[config.mk]
export PLATFORM = sky130hd
export DESIGN_NAME = onehot_decoder_buf
export DESIGN_NICKNAME = d
export VERILOG_FILES = /design/src/rtl/onehot_pkg.sv /design/src/rtl/onehot_skid2.sv /design/src/rtl/onehot_decoder_buf.sv
export SDC_FILE = /design/constraint.sdc
export NUM_CORES = 1
export LEC_CHECK = 0
export BUFFER_PORTS_ARGS = -buffer_cell sky130_fd_sc_hd__buf_2
export CAP_MARGIN = 15
export CORE_MARGIN = 2
export CORE_UTILIZATION = 41
export CTS_CLUSTER_SIZE = 20
export DETAILED_ROUTE_END_ITERATION = 8
export PLACE_DENSITY = 0.58
export REMOVE_ABC_BUFFERS = 1
export SYNTH_ARGS = -nofsm -noshare
export SYNTH_HDL_FRONTEND = slang
export SYNTH_SLANG_ARGS = --single-unit
[constraint.sdc]
create_clock -name clk -period 2.6 [get_ports clk]
set_input_delay 0.39 -clock clk [delete_from_list [all_inputs] [get_ports clk]]
set_output_delay 0.39 -clock clk [all_outputs]
set_load 0.02 [all_outputs]
[src/rtl/onehot_pkg.sv]
// Shared types and decode helpers for the one-hot decoder buffer.
// The helpers work at the 256-line maximum; callers truncate to their WIDTH.
package onehot_pkg;

    localparam int MAX_W      = 256;
    localparam int MAX_CODE_W = 8;

    typedef enum logic [1:0] {
        ST_EMPTY,
        ST_ONE,
        ST_TWO
    } buf_state_e;

    function automatic logic [MAX_W-1:0] decode_onehot(input logic [MAX_CODE_W-1:0] code,
                                                       input logic none, input int width);
        logic [MAX_W-1:0] r;
        r = '0;
        for (int i = 0; i < MAX_W; i++)
            r[i] = !none && (i < width) && (i == int'(code));
        return r;
    endfunction

    function automatic logic code_err(input logic [MAX_CODE_W-1:0] code,
                                      input logic none, input int width);
        return !none && (int'(code) >= width);
    endfunction

    // Mask of every line at or below the index; empty for none or out-of-range.
    function automatic logic [MAX_W-1:0] decode_thermo(input logic [MAX_CODE_W-1:0] code,
                                                       input logic none, input int width);
        logic [MAX_W-1:0] r;
        r = '0;
        for (int i = 0; i < MAX_W; i++)
            r[i] = !none && (int'(code) < width) && (i <= int'(code));
        return r;
    endfunction

endpackage

[src/rtl/onehot_skid2.sv]
// Two-entry FIFO skid buffer; in_ready is registered so it never depends
// combinationally on out_ready.
module onehot_skid2
    import onehot_pkg::*;
#(
    parameter int W = 9
) (
    input  logic         clk,
    input  logic         rst,
    input  logic         in_valid,
    output logic         in_ready,
    input  logic [W-1:0] in_data,
    output logic         out_valid,
    input  logic         out_ready,
    output logic [W-1:0] out_data
);

    buf_state_e   state, state_nxt;
    logic [W-1:0] head, tail;
    logic         in_ready_q;
    logic         push, pop;

    assign push      = in_valid && in_ready_q;
    assign pop       = (state != ST_EMPTY) && out_ready;
    assign in_ready  = in_ready_q;
    assign out_valid = (state != ST_EMPTY);
    assign out_data  = head;

    always_ff @(posedge clk or posedge rst) begin
        if (rst) begin
            state      <= ST_EMPTY;
            in_ready_q <= 1'b1;
        end else begin
            state      <= state_nxt;
            in_ready_q <= (state_nxt != ST_TWO);
        end
    end

    always_comb begin
        state_nxt = state;
        case (state)
            ST_EMPTY: if (push) state_nxt = ST_ONE;
            ST_ONE: begin
                if (push && !pop)      state_nxt = ST_TWO;
                else if (pop && !push) state_nxt = ST_EMPTY;
            end
            ST_TWO:   if (pop) state_nxt = ST_ONE;
            default:  state_nxt = ST_EMPTY;
        endcase
    end

    // head is always the oldest word; tail only fills when head is blocked.
    always_ff @(posedge clk or posedge rst) begin
        if (rst) begin
            head <= '0;
            tail <= '0;
        end else begin
            case (state)
                ST_EMPTY: if (push) head <= in_data;
                ST_ONE: begin
                    if (push && pop) head <= in_data;
                    else if (push)   tail <= in_data;
                end
                ST_TWO:   if (pop) head <= tail;
                default: ;
            endcase
        end
    end

endmodule

[src/rtl/onehot_decoder_buf.sv]
// Index-to-one-hot decoder with a 2-entry skid buffer and delivered-word counter.
// Define ONEHOT_DECODER_BUF_THERMO_EN to add the buffered out_thermo mask.
module onehot_decoder_buf
    import onehot_pkg::*;
#(
    parameter  int WIDTH  = 8,
    parameter  int CNT_W  = 16,
    localparam int CODE_W = $clog2(WIDTH)
) (
    input  logic              clk,
    input  logic              rst,
    input  logic              in_valid,
    output logic              in_ready,
    input  logic [CODE_W-1:0] in_code,
    input  logic              in_none,
    output logic              out_valid,
    input  logic              out_ready,
    output logic [WIDTH-1:0]  out_onehot,
    output logic              out_err,
`ifdef ONEHOT_DECODER_BUF_THERMO_EN
    output logic [WIDTH-1:0]  out_thermo,
`endif
    input  logic              cnt_clr,
    output logic [CNT_W-1:0]  out_cnt
);

`ifdef ONEHOT_DECODER_BUF_THERMO_EN
    localparam int PW = 2*WIDTH + 1;
`else
    localparam int PW = WIDTH + 1;
`endif

    logic [MAX_CODE_W-1:0] code_ext;
    logic [WIDTH-1:0]      dec_onehot;
    logic                  dec_err;
    logic [PW-1:0]         in_pl, out_pl;

    assign code_ext   = MAX_CODE_W'(in_code);
    assign dec_onehot = WIDTH'(decode_onehot(code_ext, in_none, WIDTH));
    assign dec_err    = code_err(code_ext, in_none, WIDTH);

`ifdef ONEHOT_DECODER_BUF_THERMO_EN
    logic [WIDTH-1:0] dec_thermo;
    assign dec_thermo = WIDTH'(decode_thermo(code_ext, in_none, WIDTH));
    assign in_pl      = {dec_err, dec_onehot, dec_thermo};
    assign {out_err, out_onehot, out_thermo} = out_pl;
`else
    assign in_pl      = {dec_err, dec_onehot};
    assign {out_err, out_onehot} = out_pl;
`endif

    onehot_skid2 #(.W(PW)) u_skid (
        .clk       (clk),
        .rst       (rst),
        .in_valid  (in_valid),
        .in_ready  (in_ready),
        .in_data   (in_pl),
        .out_valid (out_valid),
        .out_ready (out_ready),
        .out_data  (out_pl)
    );

    // Clear wins over a same-cycle delivery.
    always_ff @(posedge clk or posedge rst) begin
        if (rst)
            out_cnt <= '0;
        else if (cnt_clr)
            out_cnt <= '0;
        else if (out_valid && out_ready && (out_cnt != {CNT_W{1'b1}}))
            out_cnt <= out_cnt + 1'b1;
    end

endmodule
==> results.md <==
* Slowest CP cell: or4_1
* Pwr Density at 761 nW/µm²
* Final Cycle Share at 81.0%
* #FFs+latches synth at 35
* Compound-cell area share of the yosys netlist at 13.0%
* Final WL at 3920 µm
* Post-synthesis mux area share at 11.3%
* Antenna violations before repair at 0
* Die width at 70.0 µm
* Switching part of the total at 33.2%
* Resized cells post-CTS at 0
* Register Area at 877 µm²
* Setup Viol. Count Final at 0
* First-pass GRT wire length at 6390 µm
* Area delta synth->final at 18.1%
* Internal at 1.07 mW
* Combinational power share at 28.0%
* Tmin final at 2.11 ns
* DR vias at 1487
* Fin nets at 223
* Critical path type: reg -> reg
* Detail Route Antenna Nets at 0
* CP Buf/Inv Count at 0
* CTS tree: done
* Post-Synthesis Cell Area at 1790 µm²
* Largest family of logic cells by synthesized area: simple AND/OR/NAND/NOR gates
* Register area share after synthesis at 49.1%
* Routed length per instance at 14.7 µm
* Max H-tree Level at 2
* FF-to-FF Start: out_cnt[0]$_DFFE_PP0P_
* TritonRoute pass-1 iters at 4
* Slew Viols, Final at 0
* Clk root buf: clkbuf_8
* Area of the multi-input gates at 856 µm²
* DP HPWL at 2820 µm
* Core area at 4260 µm²
* Antenna cells at 0
* Status: completed
* Main synth FF type: dfrtp_1
* Post-synth EDFFs at 0
* Async SR Flop Fraction at 100%
* Number of distinct library cells after synthesis at 42
* Arr. time, crit path at 2.31 ns
* Unrepaired setup endpoints after global routing: false
* Xor and xnor area share after synthesis at 0.490%
* DRC viols at 0
* Clock power frac at 26.9%
* Die area at 4900 µm²
* DIE HEIGHT at 70.0 µm
* Max-Cap Viols at 0
* CP Max Fanout at 8
* Post-CTS Hold Fix Bufs at 0
* Synth Area in Adders at 0.700%
* Largest net degree at the start of global routing at 18
* Number of primary I/O pins at 36
* Delay-heaviest family, CP: simple AND/OR/NAND/NOR gates
* # port buffers at 34
* First DRT Iteration DRCs at 77
* CTS sink count at 35
* R2R depth at 5
* Row cnt at 24
* Clk buf depth at 2
* Static leakage at 0.983 nW
* Final hold vios at 0
* Synth Instances at 177
* Share of power burned in registers at 45.0%
* Worst path max stage delay at 0.49 ns
* YS warnings at 0
* Clk slew on worst S/H paths at 0.07 ns
* Crit. End Element: register
* Filler Cells Inserted at 414
* WP data required at 2.80 ns
* Vias/cell at 5.59
* FF-to-FF End: out_cnt[14]$_DFFE_PP0P_
* Syn avg cell area at 10.1 µm²
* Final Skew at 0.00427 ns
* Overflow after GRT at 0
* Proportion of layout cells with a drive suffix above 1 at 28.5%
* Min-Delay Path Class: in -> async
* VDD IR max at 374 µV
* CTS Buf Count at 5
* Clock latency on the worst-skew pair at 0.28 ns
* Crit path from: out_cnt[0]$_DFFE_PP0P_
* Worst-margin pin slew at 0.655 ns
* CP Launch Type: register
* Simple-Gate Fraction of Synth Area at 22.2%
* FMAX at 475 MHz
* CP cell instances: ha_1 -> o2111ai_1 -> or3_1 -> or4_1 -> a21oi_1
* Post-CTS setup buffers at 0
* Vias in the first global route at 1419
* WHS at 0.0348 ns
* Starting Density at 41.9%
* Slew headroom at 55.8%
* NetSw at 0.533 mW
* Setup TNS at 0 ns
* Gpl congestion at 0.793
* Reg2Reg Setup Slack at 0.49 ns
* Total GRT Usage at 16.4%
[synth_stat cells (2+ instances only)]
master / n / area, µm²
a21oi_1: 20 / 100
buf_4: 2 / 15.0
clkbuf_1: 5 / 18.8
dfrtp_1: 34 / 851
inv_1: 3 / 11.3
mux2_2: 9 / 101
mux2i_1: 10 / 100
nand2_1: 6 / 22.5
nand2b_1: 2 / 12.5
nand3_1: 5 / 25.0
nand4_1: 4 / 25.0
nor2_1: 17 / 63.8
nor3_1: 7 / 35.0
nor4_1: 5 / 31.3
nor4b_1: 3 / 26.3
nor4bb_1: 2 / 20.0
o21ai_0: 4 / 20.0
o31ai_1: 5 / 37.5
o41ai_1: 2 / 17.5
or2_2: 2 / 12.5
or3_1: 7 / 43.8
or4_1: 3 / 22.5
[layer usage]
layer / track usage (%) / vias to the layer above / wire (µm)
li1: - / 730 / -
met1: 19.1 / 715 / 1730
met2: 28.6 / 40 / 1980
met3: 5.48 / 2 / 186
met4: 5.13 / 0 / 20
met5: 0 / - / 0
[area by class of cell]
cell class | instances | area share (%)
Tap cell | 52 | 3.08
Clock buffer | 8 | 4.74
Multi-Input combinational cell | 130 | 40.6
Inverter | 3 | 0.534
Timing Repair Buffer | 38 | 9.49
Sequential cell | 35 | 41.6
[flip-flops by register name, summed over array words and instances, names as in the netlist]
| signal | flops |
|---|---|
| u_skid.tail | 8 |
| out_cnt | 16 |
| u_skid.out_data | 8 |
| u_skid.state | 2 |
| u_skid.in_ready | 1 |
[power by group through the flow]
stage                     registers [mW]  logic (mW)  clock network, mW
after floorplan                    0.821       0.214                  0
after global placement             0.728       0.445                  0
after detailed placement           0.735       0.455                  0
after CTS                          0.724       0.456              0.447
after global routing               0.740       0.489              0.472
final                              0.723       0.450              0.432
[per-stage QoR]
step	area [µm²]	power [mW]	setup slack, ns	cells	util (%)
final	2110	1.60	0.494	266	49.5
after global routing	2110	1.70	0.383	266	49.5
after CTS	2110	1.63	0.497	266	49.5
after detailed placement	2010	1.19	0.527	258	47.1
after global placement	2010	1.17	0.598	258	47.1
after floorplan	1740	1.04	0.611	168	-
[kinds of logic after synthesis]
| kind of cell | after synthesis |
|---|---|
| buffers and inverters | 12 |
| AO/OA/AOI/OAI | 38 |
| AND/OR/NAND/NOR | 70 |
| XOR/XNOR | 1 |
| multiplexers | 19 |
| flip-flops | 35 |
| adder cells (fa/ha/maj) | 1 |
| other | 1 |
[cells in the final DEF (no fill, tap or decap), types with 2 or more instances in the layout]
| cell | count |
|---|---|
| nand2b_1 | 2 |
| buf_2 | 34 |
| nand3_1 | 5 |
| mux2_2 | 9 |
| nor4b_1 | 3 |
| o41ai_1 | 2 |
| dfrtp_1 | 34 |
| buf_4 | 4 |
| mux2i_1 | 10 |
| nor2_1 | 17 |
| or3_1 | 7 |
| o31ai_1 | 5 |
| a21oi_1 | 20 |
| clkbuf_8 | 7 |
| or2_2 | 2 |
| nand2_1 | 6 |
| nor4_1 | 5 |
| nor3_1 | 7 |
| o21ai_0 | 4 |
| nor4bb_1 | 2 |
| nand4_1 | 4 |
| or4_1 | 3 |
| inv_1 | 3 |
[worst max-delay path by stage]
stage | to | slack (ns) | cells after the start
after floorplan | out_cnt[13]$_DFFE_PP0P_ | 0.61 | 4
after global placement | out_cnt[13]$_DFFE_PP0P_ | 0.60 | 5
after detailed placement | out_cnt[14]$_DFFE_PP0P_ | 0.53 | 5
after CTS | out_cnt[14]$_DFFE_PP0P_ | 0.50 | 5
after global routing | out_cnt[14]$_DFFE_PP0P_ | 0.38 | 5
final | out_cnt[14]$_DFFE_PP0P_ | 0.49 | 5
Note: power is estimated with default switching activity, not from simulation.
